## config.mk

```make
export PLATFORM = sky130hd
export DESIGN_NAME = xled_ctrl
export DESIGN_NICKNAME = d
export VERILOG_FILES = /design/src/rtl/xled_ctrl_pkg.sv /design/src/rtl/xled_presc.sv /design/src/rtl/xled_ctrl.sv
export SDC_FILE = /design/constraint.sdc
export NUM_CORES = 1
export LEC_CHECK = 0
export CAP_MARGIN = 25
export CORE_AREA = 2 2 104 106
export CTS_CLUSTER_DIAMETER = 120
export DETAILED_ROUTE_END_ITERATION = 10
export DIE_AREA = 0 0 106 108
export GPL_ROUTABILITY_DRIVEN = 0
export PLACE_DENSITY = 0.86
export RECOVER_POWER = 100
export SLEW_MARGIN = 20
export SYNTH_ARGS = -nofsm -noshare
export SYNTH_HDL_FRONTEND = slang
export SYNTH_SLANG_ARGS = --single-unit
```

## constraint.sdc

```tcl
create_clock -name clk -period 6.4 [get_ports clk]
set_input_delay 0.96 -clock clk [delete_from_list [all_inputs] [get_ports clk]]
set_output_delay 0.96 -clock clk [all_outputs]
set_load 0.02 [all_outputs]
```

## src/rtl/xled_ctrl_pkg.sv

```systemverilog
// ---------------------------------------------------------------------------
// xled_ctrl_pkg
//   Shared definitions for the LED controller peripheral.
//   - Register indices on the 2-bit address bus.
//   - Mode codes held in CTRL[1:0].
//   - Bit position of the busy flag in the CTRL read value.
//   - Phase encoding used by the blink sequencer.
//   - Packed state struct, so checkers can bind to one signal.
// ---------------------------------------------------------------------------
package xled_ctrl_pkg;

    // Register map
    localparam logic [1:0] LED_CTRL   = 2'd0;
    localparam logic [1:0] LED_PERIOD = 2'd1;
    localparam logic [1:0] LED_DUTY   = 2'd2;
    localparam logic [1:0] LED_COUNT  = 2'd3;

    // Mode codes
    localparam logic [1:0] LED_OFF   = 2'd0;
    localparam logic [1:0] LED_ON    = 2'd1;
    localparam logic [1:0] LED_BLINK = 2'd2;
    localparam logic [1:0] LED_PWM   = 2'd3;

    // Busy flag position in the CTRL read value
    localparam int LED_BUSY_BIT = 2;

    // Blink phase. HI is the all-zero encoding, so the reset state starts
    // a fresh sequence in the high half.
    localparam logic PH_HI = 1'b0;
    localparam logic PH_LO = 1'b1;

    // Full sequencer state: the mode plus the phase within BLINK.
    typedef struct packed {
        logic [1:0] mode;
        logic       phase;
    } xled_state_t;

    // Busy means the block is doing something other than holding the LED off.
    function automatic logic mode_busy(input logic [1:0] mode);
        return mode != LED_OFF;
    endfunction

    // LED level a freshly written mode starts with. PWM starts at cnt=0,
    // so it is lit only when DUTY is non-zero.
    function automatic logic start_level(input logic [1:0] mode, input logic duty_nz);
        logic lvl;
        case (mode)
            LED_OFF:   lvl = 1'b0;
            LED_ON:    lvl = 1'b1;
            LED_BLINK: lvl = 1'b1;
            default:   lvl = duty_nz;
        endcase
        return lvl;
    endfunction

endpackage

```

## src/rtl/xled_presc.sv

```systemverilog
// ---------------------------------------------------------------------------
// xled_presc
//   Tick generator. Counts 0..PRESC-1 and raises tick_o while the count
//   sits at PRESC-1. A synchronous clear restarts the count at 0, so the
//   first tick after a clear lands PRESC cycles later.
//
//   Ports
//     clk     in   system clock
//     rst     in   synchronous active-high reset
//     clr_i   in   synchronous restart of the count
//     tick_o  out  one-cycle-wide tick, every PRESC cycles
//
//   With PRESC=1 the counter stays at 0 and tick_o is permanently high.
// ---------------------------------------------------------------------------
module xled_presc #(
    parameter int PRESC = 1
) (
    input  logic clk,
    input  logic rst,
    input  logic clr_i,
    output logic tick_o
);

    localparam int CW = (PRESC > 1) ? $clog2(PRESC) : 1;
    localparam logic [CW-1:0] LAST  = CW'(PRESC - 1);
    localparam logic [CW-1:0] P_ONE = CW'(1);

    logic [CW-1:0] presc_cnt_q;
    logic [CW-1:0] presc_cnt_d;

    assign tick_o = (presc_cnt_q == LAST);

    always_comb begin
        presc_cnt_d = presc_cnt_q + P_ONE;
        if (clr_i || tick_o) begin
            presc_cnt_d = '0;
        end
    end

    always_ff @(posedge clk) begin
        if (rst) begin
            presc_cnt_q <= '0;
        end else begin
            presc_cnt_q <= presc_cnt_d;
        end
    end

endmodule

```

## src/rtl/xled_ctrl.sv

```systemverilog
// ---------------------------------------------------------------------------
// xled_ctrl
//   Memory-mapped LED controller for the picoVersat data bus. Firmware
//   programs CTRL/PERIOD/DUTY/COUNT; the block then drives the LED on its
//   own: steady off/on, counted or endless blinking, or PWM dimming.
//
//   Ports
//     clk       in   system clock
//     rst       in   synchronous active-high reset
//     sel       in   peripheral select from the address decoder
//     we        in   write enable, qualified by sel
//     addr      in   register index (0 CTRL, 1 PERIOD, 2 DUTY, 3 COUNT)
//     data_in   in   write data; only the low CNT_W bits (2 for CTRL) are kept
//     data_out  out  read data, combinational from addr, zero when sel=0
//                    (addr 3 returns the remaining blink count)
//     led       out  registered LED drive
//     done      out  one-cycle pulse when a counted blink sequence ends
//
//   Bus handshake: there is none beyond sel/we. A write is accepted on the
//   rising edge where sel && we are high; reads are combinational and
//   have no side effects.
//
//   Assumes DATA_W > CNT_W >= 3.
// ---------------------------------------------------------------------------
module xled_ctrl #(
    parameter int DATA_W = 32,
    parameter int CNT_W  = 16,
    parameter int PRESC  = 1
) (
    input  logic              clk,
    input  logic              rst,
    input  logic              sel,
    input  logic              we,
    input  logic [1:0]        addr,
    input  logic [DATA_W-1:0] data_in,
    output logic [DATA_W-1:0] data_out,
    output logic              led,
    output logic              done
);

    import xled_ctrl_pkg::*;

    localparam logic [CNT_W-1:0] CNT_ONE = CNT_W'(1);

    // -----------------------------------------------------------------
    // Bus decode
    // -----------------------------------------------------------------
    logic wr_en;
    logic ctrl_wr;

    assign wr_en   = sel & we;
    assign ctrl_wr = wr_en && (addr == LED_CTRL);

    // Upper data bits are never stored.
    logic unused_data_hi;
    assign unused_data_hi = ^data_in[DATA_W-1:CNT_W];

    // -----------------------------------------------------------------
    // Tick generator; any CTRL write restarts it so a new mode always
    // begins on a full prescaler interval.
    // -----------------------------------------------------------------
    logic tick;

    xled_presc #(
        .PRESC (PRESC)
    ) u_presc (
        .clk    (clk),
        .rst    (rst),
        .clr_i  (ctrl_wr),
        .tick_o (tick)
    );

    // -----------------------------------------------------------------
    // Configuration registers
    // -----------------------------------------------------------------
    logic [CNT_W-1:0] period_q;
    logic [CNT_W-1:0] duty_q;
    logic [CNT_W-1:0] count_q;

    always_ff @(posedge clk) begin
        if (rst) begin
            period_q <= '0;
            duty_q   <= '0;
            count_q  <= '0;
        end else if (wr_en) begin
            case (addr)
                LED_PERIOD: period_q <= data_in[CNT_W-1:0];
                LED_DUTY:   duty_q   <= data_in[CNT_W-1:0];
                LED_COUNT:  count_q  <= data_in[CNT_W-1:0];
                default:    ;
            endcase
        end
    end

    // -----------------------------------------------------------------
    // Sequencer
    // -----------------------------------------------------------------
    xled_state_t      state_q, state_d;
    logic [CNT_W-1:0] cnt_q, cnt_d;
    logic [CNT_W-1:0] rem_q, rem_d;
    logic             led_q, led_d;
    logic             done_pulse;

    // Last count value of a period, i.e. max(PERIOD,1)-1. Comparing with
    // >= (not ==) lets a PERIOD shrunk below the running count wrap on the
    // very next tick.
    logic [CNT_W-1:0] last_cnt;
    logic             wrap;

    assign last_cnt = (period_q == '0) ? '0 : (period_q - CNT_ONE);
    assign wrap     = (cnt_q >= last_cnt);

    always_comb begin
        state_d    = state_q;
        cnt_d      = cnt_q;
        rem_d      = rem_q;
        led_d      = led_q;
        done_pulse = 1'b0;

        if (ctrl_wr) begin
            // A CTRL write always restarts, and overrides any sequence end
            // falling in the same cycle (so no done pulse then).
            state_d.mode  = data_in[1:0];
            state_d.phase = PH_HI;
            cnt_d         = '0;
            rem_d         = count_q;
            led_d         = start_level(data_in[1:0], duty_q != '0);
        end else begin
            case (state_q.mode)
                LED_OFF: led_d = 1'b0;
                LED_ON:  led_d = 1'b1;
                LED_BLINK: begin
                    if (tick) begin
                        if (wrap) begin
                            cnt_d = '0;
                            if (state_q.phase == PH_HI) begin
                                state_d.phase = PH_LO;
                            end else if (count_q == '0) begin
                                // COUNT=0 blinks forever.
                                state_d.phase = PH_HI;
                            end else if (rem_q <= CNT_ONE) begin
                                // rem can only be 0 here if COUNT was made
                                // non-zero during an endless run; end then
                                // rather than wrapping the remaining count.
                                rem_d         = '0;
                                state_d.mode  = LED_OFF;
                                state_d.phase = PH_HI;
                                done_pulse    = 1'b1;
                            end else begin
                                rem_d         = rem_q - CNT_ONE;
                                state_d.phase = PH_HI;
                            end
                        end else begin
                            cnt_d = cnt_q + CNT_ONE;
                        end
                    end
                    led_d = (state_d.mode == LED_BLINK) && (state_d.phase == PH_HI);
                end
                default: begin
                    // PWM: the level follows the count the tick moves to.
                    if (tick) begin
                        cnt_d = wrap ? '0 : (cnt_q + CNT_ONE);
                        led_d = (cnt_d < duty_q);
                    end
                end
            endcase
        end
    end

    always_ff @(posedge clk) begin
        if (rst) begin
            state_q <= '{mode: LED_OFF, phase: PH_HI};
            cnt_q   <= '0;
            rem_q   <= '0;
            led_q   <= 1'b0;
        end else begin
            state_q <= state_d;
            cnt_q   <= cnt_d;
            rem_q   <= rem_d;
            led_q   <= led_d;
        end
    end

    assign led  = led_q;
    // done is taken straight from the end-of-sequence decision, so it is
    // high during the last low cycle; reset aborts without a pulse.
    assign done = done_pulse & ~rst;

    // -----------------------------------------------------------------
    // Read mux
    // -----------------------------------------------------------------
    always_comb begin
        data_out = '0;
        if (sel) begin
            case (addr)
                LED_CTRL: begin
                    data_out[1:0]         = state_q.mode;
                    data_out[LED_BUSY_BIT] = mode_busy(state_q.mode);
                end
                LED_PERIOD: data_out[CNT_W-1:0] = period_q;
                LED_DUTY:   data_out[CNT_W-1:0] = duty_q;
                default:    data_out[CNT_W-1:0] = rem_q;
            endcase
        end
    end

endmodule

```

Word-level counts from Yosys, hierarchy flattened

Cells that the tools add are included.

Bits of input ports: 38
Bits in registers: 85
Output and inout bits: 34
Logic and storage cells: 88

Bitwise gates (word level): 6
Multiplexer cells: 33
Reductions and logical operators: 22
Add/subtract/negate cells: 4
Equality and inequality tests: 11
Order comparisons: 3

Operators by type and width:

| operator                                              | number |
|---|---|
| two-way mux 16 bit                                    | 10 |
| case mux 13 bit (3 select lines)                      | 1 |
| zero test 16 bit                                      | 2 |
| subtractor 16 x 1 -> 16 bit (second input constant)   | 2 |
| two-way mux 3 bit                                     | 6 |
| adder 16 x 1 -> 16 bit (second input constant)        | 1 |
| greater-or-equal comparator 16 bit                    | 1 |
| <= comparator 16 x 1 -> 1 bit (second input constant) | 1 |
| < comparator 16 bit                                   | 1 |
| nonzero test 16 bit                                   | 1 |
| equality test 2 bit (second input constant)           | 5 |
| two-way mux 1 bit                                     | 10 |
| case mux 3 bit (3 select lines)                       | 1 |
| AND reduction 2 bit                                   | 4 |
| nonzero test 2 bit                                    | 4 |
| OR reduction 2 bit                                    | 4 |
| equality test 2 x 1 -> 1 bit (second input constant)  | 3 |
| zero test 2 bit                                       | 3 |
| two-way mux 2 bit                                     | 3 |
| != test 5 x 4 -> 1 bit (second input constant)        | 1 |
| AND reduction 5 bit                                   | 1 |
| != test 2 x 1 -> 1 bit (second input constant)        | 2 |
| inverter 1 bit                                        | 4 |
| case mux 1 bit (3 select lines)                       | 1 |
| 5 further kinds                                       | 7 |

Depth between registers and ports, before layout

Gate-level depths: netlist (run 1).

Word-level depth: 12
Depth in mapped cells: 21
Gate-level depth less buffers: 19

Cells and area by module

Synthesis (run 1) repeated with hierarchy kept, for this count alone.

Cell total of the unflattened synthesis: 813
Area total of the unflattened synthesis: 5,931.9 um^2

By module, submodules not included:

| module     | cells each | area an instance (um^2) | seq. area each (um^2) | times used |
|---|---|---|---|---|
| xled_ctrl  | 810        | 5,904.4                 | 1,681.6               | 1 |
| xled_presc | 3          | 27.5                    | 20.0                  | 1 |

Worst setup path before layout (run 1)

Ideal clock, no wire load.

Kind: register -> output
Start point: reg period_q[2]
End point: out done
Data arrival time: 4.349 ns
Buffers on the path: 1
Required time: 5.440 ns
Slack: 1.091 ns
Stages on the path, launching flop included: 15
Cell sequence: dfxtp_1 or4_1 nor3_1 nand3_1 nor3_1 xor2_1 nand2_1 ha_1 and4_1 nand4_1 or4_1 and3_4 buf_2 nor4b_2 nor4b_1

Longest elaborated chain between the ends: 8
Elaborated cells on any way between the ends: 9
Classes of those cells: add/sub: 1; order compare: 1; mux: 5; bitwise: 1; reduce/logical: 1

RTL lines:

| what                                                            | line             | source |
|---|---|---|
| start, declared                                                 | xled_ctrl.sv:76  | `logic [CNT_W-1:0] period_q;` |
| start signal, assigned                                          | xled_ctrl.sv:87  | `LED_PERIOD: period_q <= data_in[CNT_W-1:0];` |
| subtractor 16 x 1 -> 16 bit or zero test 16 bit (tied branches) | xled_ctrl.sv:110 | `assign last_cnt = (period_q == '0) ? '0 : (period_q - CNT_ONE);` |
| two-way mux 16 bit *                                            | xled_ctrl.sv:110 |  |
| greater-or-equal comparator 16 bit *                            | xled_ctrl.sv:111 | `assign wrap = (cnt_q >= last_cnt);` |
| two-way mux 1 bit *                                             | xled_ctrl.sv:134 | `if (wrap) begin` |
| two-way mux 1 bit *                                             | xled_ctrl.sv:133 | `if (tick) begin` |
| two-way mux 1 bit *                                             | xled_ctrl.sv:129 | `case (state_q.mode)` |
| two-way mux 1 bit *                                             | xled_ctrl.sv:120 | `if (ctrl_wr) begin` |
| AND 1 bit *                                                     | xled_ctrl.sv:187 | `assign done = done_pulse & ~rst;` |
| end, declared                                                   | xled_ctrl.sv:38  | `output logic done` |

Mark *: on every way between the ends. The rest lies on a longest branch, timed or not.

Worst setup path in the final report (run 1)

Same ends and word-level chain as after synthesis.

==> impl_metrics.yaml, run 1 <==
run_status:
  run_status: "finished clean"
pwr:
  seq_power_share_pct: 47.6
  combinationalPowerShare_pct: 20.1
  ir_worst_vdd_uv: 113
  power_switching_share_pct: 33.4
  p_int_uw: 776
  p_clk_share_pct: 32.3
  p_total_uw: 1160
  power-per-cell-area_nw_per_um2: 183
  leakage_power_uw: 0.00234
  power.switching_uw: 389
critical_path:
  worstSetupEndpoint: "done"
  timing.critical_path.arrival_ps: 5120
  setup.worst_path.start: "period_q[2]"
  cp-start-kind: "register"
  worst_setup_path_category: "reg -> out"
  regToRegSetupSlack_ps: 380
  r2r_start: "period_q[2]"
  rr_worst_depth: 19
  end_kind: "output pin"
  timing.critical_path.required_ps: 5440
  reg2reg_to: "led"
  path_max_fanout: 6
synthesis:
  synthesis.area_sq_um: 5760
  synth_top_cell_by_area: "sky130_fd_sc_hd__dfxtp_1"
  synth_enable_flop_cells: 0
  avgSynthCellArea_sq_um: 7.35
  synth_commonest_cells: "169 x sky130_fd_sc_hd__nand2_1, 85 x sky130_fd_sc_hd__dfxtp_1, 84 x sky130_fd_sc_hd__a21oi_1, 47 x sky130_fd_sc_hd__nor2_1, 37 x sky130_fd_sc_hd__ha_1"
  post_synth_main_area_contributors: "sky130_fd_sc_hd__dfxtp_1 30%, sky130_fd_sc_hd__nand2_1 11%, sky130_fd_sc_hd__ha_1 8.0%, sky130_fd_sc_hd__a21oi_1 7.3%, sky130_fd_sc_hd__nor2_1 3.1%"
  synth_top_flop_cell: "sky130_fd_sc_hd__dfxtp_1"
  synth_cell_type_count: 61
  synthArstFlopShare_pct: 0
  synth.ff_latch_count: 85
  post_synth_inst_count: 783
  synth.yosys.warnings: 0
  synth_largest_type_area_fraction_pct: 29.6
  synth.most_common_cell: "sky130_fd_sc_hd__nand2_1"
  synth-seq-area-share_pct: 29.6
floorplanning:
  die_h_um: 108
  die_area_sq_um: 11400
  initial_utilization_pct: 56.3
  core-area_sq_um: 10200
  rows: 37
  die_w_um: 106
  num_io_pins: 72
clock_tree:
  cts_made_buffers: 9
  clock_sink_count: 85
  cts.htree.levels: 3
  clk_pin_slew_worst_paths_ps: 90
  root_buffer: "sky130_fd_sc_hd__clkbuf_8"
  clock_insertion_delay_worst_skew_ps: 370
  cts_hold_buf: 0
  cts_max_path_buffers: 2
  tritoncts: "done"
layout:
  final_net_count: 879
  flow.area_growth_from_synthesis_pct: 10.5
  antenna-diode-count: 0
  drive_gt1_share_pct: 5.32
timing:
  timing.hold.ws_ps: 470
  fin_worst_skew_ps: 15.3
  post-route-period-util_pct: 94.9
  final-hold-violation-count: 0
  max_freq_ghz: 0.165
  setup_viol_count_final: 0
  tightestPinTransition_ps: 1010
  drv_slew: 0
  max-slew-margin-rel_pct: 32.7
  final.setup.tns_ps: 0
  min_period_ps: 6080
  grt_setup_unrepaired: "no"
grt:
  total_congestion_overflow_after_global_routing: 0
  grt_start_max_net_pins: 73
  first_global_vias: 5663
  globalRouteTotalUtil_pct: 30.9
  grt_antenna_before_repair: 0
  first_pass_grt_wire_length_um: 28000
place:
  dp_hpwl_um: 13000
  portBuffers: 39
hold_path:
  hp-class: "reg -> reg"
routing:
  route.antenna.remaining_nets: 0
  detailroute.via_count: 6106
  routedWlPerCell_um: 18.7
  drcViolationCount: 0
  detailedRoute.firstPassIterationCount: 6
  vias_per_cell: 6.46
  first_iter_violations: 883
  drt-total-wl_um: 17700
flow_run:
  cap_viol_max_count: 0
## power groups by stage
stage          registers [uW]  logic (uW)  clock network, uW
2_1_floorplan             561         166                  0
3_3_place_gp              564         209                  0
3_5_place_dp              565         221                  0
4_1_cts                   553         223                371
5_1_grt                   555         256                391
6_report                  554         234                376
## cell type report
type	instances	area, sq um
inverter	23	86.3
clock inverter	6	55.1
multi-input combinational	634	3750
fill	887	3870
tap	136	170
sequential	85	1700
clock buffer	10	128
timing repair buffer	51	472
## how the worst min path moves through the flow
stage / from / endpoint / slack [ps] / depth (start not counted)
5_1_grt: duty_q[12] / duty_q[12] / 500 / 2
3_3_place_gp: duty_q[13] / duty_q[13] / 450 / 2
2_1_floorplan: duty_q[12] / duty_q[12] / 440 / 2
6_report: duty_q[14] / duty_q[14] / 470 / 2
4_1_cts: duty_q[14] / duty_q[14] / 470 / 2
3_5_place_dp: duty_q[14] / duty_q[14] / 460 / 2
## through the flow
stage / area (sq um) / cells / worst slack (ps) / util [%]
4_1_cts: 6340 / 941 / 53.8 / 62.0
2_1_floorplan: 5820 / 799 / 1090 / -
3_3_place_gp: 6150 / 924 / 598 / 60.1
5_1_grt: 6360 / 945 / 47.8 / 62.2
6_report: 6360 / 945 / 325 / 62.2
3_5_place_dp: 6160 / 925 / 458 / 60.2
## logic make-up after synthesis
kind of cell,after synthesis,share of synthesized area [%]
adders and majority gates,37,8.04
AOI/OAI and AO/OA,182,19.5
xor gates and xnor gates,28,4.26
other,1,0.0652
muxes,5,1.52
DFF,85,29.6
and+or+nand+nor,365,30.7
buffers and inverters,80,6.37
## flip-flops by register name, indices dropped and copies added, names as in the netlist
name	cells
cnt_q	16
count_q	16
duty_q	16
period_q	16
rem_q	16
state_q	3
led	1
u_presc.presc_cnt_q	1
## per-layer routing
| layer | up-vias | GRT usage, % | wire [um] |
|---|---|---|---|
| met1 | 2765 | 39.7 | 6880 |
| li1 | 2797 | - | - |
| met3 | 91 | 4.40 | 1840 |
| met2 | 453 | 50.7 | 8060 |
| met5 | - | 0 | 0 |
| met4 | 0 | 16.2 | 925 |
## layout by cell type, fill, tap and decap left out, types with 19 or more instances in the layout
cell	instances
sky130_fd_sc_hd__ha_1	37
sky130_fd_sc_hd__dfxtp_1	85
sky130_fd_sc_hd__nand3_1	20
sky130_fd_sc_hd__nand2_1	169
sky130_fd_sc_hd__a21oi_1	84
sky130_fd_sc_hd__nor2_1	47
sky130_fd_sc_hd__dlygate4sd3_1	19
sky130_fd_sc_hd__inv_1	23
sky130_fd_sc_hd__o21ai_0	24
sky130_fd_sc_hd__clkdlybuf4s50_1	19
## worst max-delay path, stage by stage, from the launching register on
cell	delay, ps
sky130_fd_sc_hd__dfxtp_1	380
sky130_fd_sc_hd__or4_1	600
sky130_fd_sc_hd__nor3_2	330
sky130_fd_sc_hd__nand3_1	160
sky130_fd_sc_hd__nor4_1	250
sky130_fd_sc_hd__xor2_1	180
sky130_fd_sc_hd__nand2_1	90
sky130_fd_sc_hd__ha_1	310
sky130_fd_sc_hd__and4_1	220
sky130_fd_sc_hd__nand4_1	150
sky130_fd_sc_hd__or4_1	600
sky130_fd_sc_hd__and3_4	210
sky130_fd_sc_hd__nor4b_2	300
sky130_fd_sc_hd__nor4b_1	310
sky130_fd_sc_hd__clkdlybuf4s50_1	670
## repair_timing
action / CTS / global route
buffers inserted: 0 / 3
setup endpoints to repair: 0 / 1
resized for setup: 0 / 1
Power figures use the tool's default switching activity.
==> run 2: changes to the inputs <==
==> constraint.sdc (replaced) <==
create_clock -name clk -period 6.4 [get_ports clk]
set_input_delay 0.96 -clock clk [delete_from_list [all_inputs] [get_ports clk]]
set_output_delay 0.96 -clock clk [all_outputs]
set_load 0.005 [all_outputs]
==> impl_metrics.yaml, run 2 (synthesized netlist as in run 1, its figures left out) <==
place:
  post-place-ws_ps: 512
  dp_hpwl_um: 12600
  portBuffers: 39
timing:
  fin_worst_skew_ps: 14.5
  max_freq_ghz: 0.162
  final-hold-violation-count: 0
  post-route-period-util_pct: 96.2
  grt_setup_unrepaired: "no"
  tightestPinTransition_ps: 1000
  setup_slack_ps: 243
  final.setup.tns_ps: 0
  min_period_ps: 6160
  setup_viol_count_final: 0
  max-slew-margin-rel_pct: 33.1
  drv_slew: 0
floorplanning:
  die_h_um: 108
  initial_utilization_pct: 56.3
  rows: 37
  die_area_sq_um: 11400
  num_io_pins: 72
  core-area_sq_um: 10200
  die_w_um: 106
pwr:
  leakage_power_uw: 0.00231
  seq_power_share_pct: 48.1
  ir_worst_vdd_uv: 133
  power-per-cell-area_nw_per_um2: 182
  combinationalPowerShare_pct: 19.2
  p_clk_share_pct: 32.7
  power.switching_uw: 380
  p_int_uw: 770
  power_switching_share_pct: 33.0
critical_path:
  rr_worst_depth: 19
  timing.critical_path.arrival_ps: 5200
  path_max_fanout: 31
  end_kind: "output pin"
  worst_setup_path_category: "reg -> out"
  slowest_stage: "sky130_fd_sc_hd__or4_1"
  crit_path_cell_trace: "or4_1 > nor3_2 > nand3_1 > nor4_1 > xor2_1 > nand2_1 > ha_1 > and4_1 > nand4_1 > or4_1 > and3_4 > nor4b_2 > nor4b_1 > clkdlybuf4s50_1"
  crit_top_cell: "sky130_fd_sc_hd__or4_1"
  timing.critical_path.max_delay_family: "simple AND/OR/NAND/NOR gates"
  path_buf_inv: 1
  cp-start-kind: "register"
  timing.critical_path.required_ps: 5440
  regToRegSetupSlack_ps: 420
  cpPeakStageDelay_ps: 600
  reg2reg_to: "led"
  r2r_start: "period_q[2]"
clock_tree:
  clk_pin_slew_worst_paths_ps: 100
  clock_insertion_delay_worst_skew_ps: 390
  cts.htree.levels: 3
  cts_max_path_buffers: 2
  root_buffer: "sky130_fd_sc_hd__clkbuf_8"
  clock_sink_count: 85
  tritoncts: "done"
  cts_made_buffers: 9
  cts_hold_buf: 0
routing:
  vias_per_cell: 6.43
  route.antenna.remaining_nets: 0
  drt-total-wl_um: 17100
  routedWlPerCell_um: 18.2
  drcViolationCount: 0
  detailedRoute.firstPassIterationCount: 8
  first_iter_violations: 720
  detailroute.via_count: 6067
grt:
  globalRouteTotalUtil_pct: 30.2
  grt_antenna_before_repair: 0
  first_global_vias: 5592
  grt_start_max_net_pins: 73
  first_pass_grt_wire_length_um: 27500
  total_congestion_overflow_after_global_routing: 0
layout:
  drive_gt1_share_pct: 4.83
  antenna-diode-count: 0
  seqCellArea_sq_um: 1700
  multi_input_gate_area_in_the_final_layout_sq_um: 3740
  final.fill_count: 875
  flow.area_growth_from_synthesis_pct: 10.0
  final_net_count: 877
  layout_commonest_cell: "sky130_fd_sc_hd__nand2_1"
  most-common-layout-cells: "169 x sky130_fd_sc_hd__nand2_1, 85 x sky130_fd_sc_hd__dfxtp_1, 84 x sky130_fd_sc_hd__a21oi_1"
hold_path:
  hp-class: "reg -> reg"
  min_path_cells: 2
  hold_path_end: "duty_q[14]"
  worst_hold_startpoint: "duty_q[14]"
flow_run:
  cap_viol_max_count: 0
run_status:
  run_status: "finished clean"
[run 2: changes by cell type in the layout (fill, tap and decap cells not counted)]
cell	change
sky130_fd_sc_hd__buf_4	-4
sky130_fd_sc_hd__a311oi_1	+1
sky130_fd_sc_hd__inv_6	+1
sky130_fd_sc_hd__clkbuf_1	+2
sky130_fd_sc_hd__inv_8	-1
sky130_fd_sc_hd__clkdlybuf4s50_1	+1
sky130_fd_sc_hd__dlygate4sd3_1	-1
sky130_fd_sc_hd__or4_1	-1
sky130_fd_sc_hd__or4_4	+1
sky130_fd_sc_hd__a311oi_2	-1
[run 2: worst register-to-register path, cell delays in order, from the launching register on]
cell,delay [ps]
sky130_fd_sc_hd__dfxtp_1,380
sky130_fd_sc_hd__or4_1,600
sky130_fd_sc_hd__nor3_2,300
sky130_fd_sc_hd__nand3_1,180
sky130_fd_sc_hd__nor4_1,250
sky130_fd_sc_hd__xor2_1,200
sky130_fd_sc_hd__nand2_1,90
sky130_fd_sc_hd__ha_1,300
sky130_fd_sc_hd__and4_1,210
sky130_fd_sc_hd__nand4_1,160
sky130_fd_sc_hd__or4_1,570
sky130_fd_sc_hd__nand3_1,330
sky130_fd_sc_hd__clkbuf_1,720
sky130_fd_sc_hd__nor2_1,170
sky130_fd_sc_hd__ha_1,330
sky130_fd_sc_hd__and4_1,230
sky130_fd_sc_hd__o2111ai_1,150
sky130_fd_sc_hd__a21oi_1,70
sky130_fd_sc_hd__a2111oi_0,500
sky130_fd_sc_hd__a22o_1,200
[run 2: worst max-delay path by stage]
stage	from	to	slack, ps	depth (start not counted)
2_1_floorplan	period_q[2]	led	1350	21
3_3_place_gp	period_q[2]	done	690	14
3_5_place_dp	period_q[2]	done	510	14
4_1_cts	period_q[2]	done	100	14
5_1_grt	period_q[2]	done	60	14
6_report	period_q[2]	done	240	14
[run 2: layer usage]
layer	GRT usage [%]	share of wire [%]	routed length (um)	vias to the layer above
li1	-	-	-	2804
met1	39.1	39	6710	2802
met2	48.6	46	7850	392
met3	6.33	11	1870	69
met4	14.4	4.2	724	0
met5	0	0	0	-
[run 2: metrics by stage]
stage / utilization, % / hold WS, ps / instances / instance area [sq um] / power (uW)
4_1_cts: 61.9 / 468 / 941 / 6340 / 1140
2_1_floorplan: - / 436 / 799 / 5820 / 718
3_3_place_gp: 60.1 / 446 / 924 / 6150 / 768
5_1_grt: 61.9 / 500 / 943 / 6330 / 1190
3_5_place_dp: 60.2 / 454 / 925 / 6160 / 779
6_report: 61.9 / 467 / 943 / 6330 / 1150
[run 2: final cells by class]
class / count / area share (%)
clock buffer: 10 / 2.02
sequential: 85 / 26.9
multi-input combinational: 634 / 59.1
inverter: 23 / 1.36
timing repair buffer: 49 / 7.09
clock inverter: 6 / 0.830
tap: 136 / 2.69
[run 2: power by group through the flow]
stage               clock (uW)  sequential, uW  combinational [uW]
floorplan                    0             560                 158
global placement             0             564                 204
detailed placement           0             565                 215
CTS                        373             552                 216
global route               394             555                 242
finish                     376             553                 221
[run 2: what timing repair did]
item,4_1_cts,5_1_grt
setup buffers,0,0
endpoints found under the setup margin,0,1
gates resized for setup,0,1
==> run 3: changes to the inputs <==
--- a/config.mk
+++ b/config.mk
@@ -11,7 +11,7 @@
 export DETAILED_ROUTE_END_ITERATION = 10
 export DIE_AREA = 0 0 106 108
 export GPL_ROUTABILITY_DRIVEN = 0
-export PLACE_DENSITY = 0.86
+export PLACE_DENSITY = 0.77
 export RECOVER_POWER = 100
 export SLEW_MARGIN = 20
 export SYNTH_ARGS = -nofsm -noshare
==> impl_metrics.yaml, run 3 (synthesized netlist as in run 1, its figures left out) <==
hold_path:
  min_path_cells: 2
  hp-class: "reg -> reg"
layout:
  seqCellArea_sq_um: 1700
  antenna-diode-count: 0
  drive_gt1_share_pct: 5.09
  final_net_count: 876
  flow.area_growth_from_synthesis_pct: 10.6
  final.fill_count: 952
  most-common-layout-cells: "169 x sky130_fd_sc_hd__nand2_1, 85 x sky130_fd_sc_hd__dfxtp_1, 84 x sky130_fd_sc_hd__a21oi_1"
  multi_input_gate_area_in_the_final_layout_sq_um: 3740
  layout_commonest_cell: "sky130_fd_sc_hd__nand2_1"
timing:
  fin_worst_skew_ps: 13.4
  final.setup.tns_ps: 0
  min_period_ps: 5990
  max_freq_ghz: 0.167
  grt_setup_unrepaired: "no"
  setup_viol_count_final: 0
  final-hold-violation-count: 0
  tightestPinTransition_ps: 1020
  max-slew-margin-rel_pct: 31.6
  drv_slew: 0
  post-route-period-util_pct: 93.6
routing:
  route.antenna.remaining_nets: 0
  drcViolationCount: 0
  detailedRoute.firstPassIterationCount: 5
  drt-total-wl_um: 17000
  detailroute.via_count: 5883
  first_iter_violations: 635
  vias_per_cell: 6.25
  routedWlPerCell_um: 18.0
grt:
  grt_antenna_before_repair: 0
  first_global_vias: 5499
  globalRouteTotalUtil_pct: 30.4
  total_congestion_overflow_after_global_routing: 0
  grt_start_max_net_pins: 73
  first_pass_grt_wire_length_um: 27300
clock_tree:
  root_buffer: "sky130_fd_sc_hd__clkbuf_8"
  post-cts-setup-buffer-count: 0
  cts.htree.levels: 3
  clock_insertion_delay_worst_skew_ps: 380
  tritoncts: "done"
  cts_max_path_buffers: 2
  cts_made_buffers: 9
  clock_sink_count: 85
  clk_pin_slew_worst_paths_ps: 90
run_status:
  run_status: "finished clean"
critical_path:
  rr_worst_depth: 19
  timing.critical_path.required_ps: 5440
  cp-start-kind: "register"
  worst_setup_path_category: "reg -> out"
  path_max_fanout: 31
  end_kind: "output pin"
  timing.critical_path.arrival_ps: 5030
pwr:
  ir_worst_vdd_uv: 177
  power-per-cell-area_nw_per_um2: 189
  p_total_uw: 1200
  leakage_power_uw: 0.00234
floorplanning:
  initial_utilization_pct: 56.3
  die_h_um: 108
  die_area_sq_um: 11400
  core-area_sq_um: 10200
  num_io_pins: 72
  die_w_um: 106
  rows: 37
place:
  dp_hpwl_um: 12500
  portBuffers: 39
flow_run:
  cap_viol_max_count: 0
[run 3: cell types whose count changed in the layout (fill, tap and decap cells not counted), sizes merged]
cell	change
bufinv	+1
inv	-1
clkbuf	-1
buf	+1
clkinvlp	-1
[run 3: what timing repair did]
item / 4_1_cts / 5_1_grt
hold buffers: 0 / 0
setup endpoints to repair: 0 / 1
resized for setup: 0 / 1
[run 3: per-stage QoR]
stage | area (sq um) | hold WS [ps] | utilization (%) | std cells | worst slack (ps)
after global routing | 6370 | 489 | 62.2 | 942 | 87.0
after CTS | 6370 | 463 | 62.3 | 941 | 212
after global placement | 6150 | 447 | 60.1 | 924 | 758
final | 6370 | 460 | 62.2 | 942 | 409
after detailed placement | 6160 | 450 | 60.2 | 925 | 619
after floorplan | 5820 | 436 | - | 799 | 1350
[run 3: worst paths after layout]
kind / startpoint / to / slack (ps)
worst min-delay path: duty_q[14] / duty_q[14] / 460
worst max-delay path: period_q[2] / done / 410
worst max register to register: period_q[2] / led / 440
worst min register to register: duty_q[14] / duty_q[14] / 460
[run 3: layout make-up]
cell class              instances  share of cell area [%]
flip-flops and latches         85                    26.7
well taps                     136                    2.67
inverters                      23                    1.36
multi-input cells             634                    58.8
clock inverters                 5                    1.00
clock buffers                  11                    2.38
repair buffers                 48                    7.05
[run 3: critical path, stage by stage (launching register included)]
cell                              delay (ps)
sky130_fd_sc_hd__dfxtp_1                 380
sky130_fd_sc_hd__or4_1                   610
sky130_fd_sc_hd__nor3_2                  310
sky130_fd_sc_hd__nand3_1                 160
sky130_fd_sc_hd__nor4_1                  270
sky130_fd_sc_hd__xor2_1                  170
sky130_fd_sc_hd__nand2_1                  70
sky130_fd_sc_hd__ha_1                    290
sky130_fd_sc_hd__and4_1                  200
sky130_fd_sc_hd__nand4_1                 160
sky130_fd_sc_hd__or4_1                   580
sky130_fd_sc_hd__and3_4                  310
sky130_fd_sc_hd__nor4b_2                 320
sky130_fd_sc_hd__nor4b_1                 260
sky130_fd_sc_hd__clkdlybuf4s50_1         560
[run 3: metal layers]
metal	global-route usage, %	part of all wire (%)
met5	0	0
met4	14.1	3.6
met3	4.82	7.4
met2	50.4	46
met1	39.1	43
[run 3: power by group]
part / internal (uW) / total [uW] / switching (uW)
clock network: 205 / 428 / 222
registers: 539 / 554 / 14.8
logic: 84.3 / 219 / 135
total: 829 / 1200 / 372
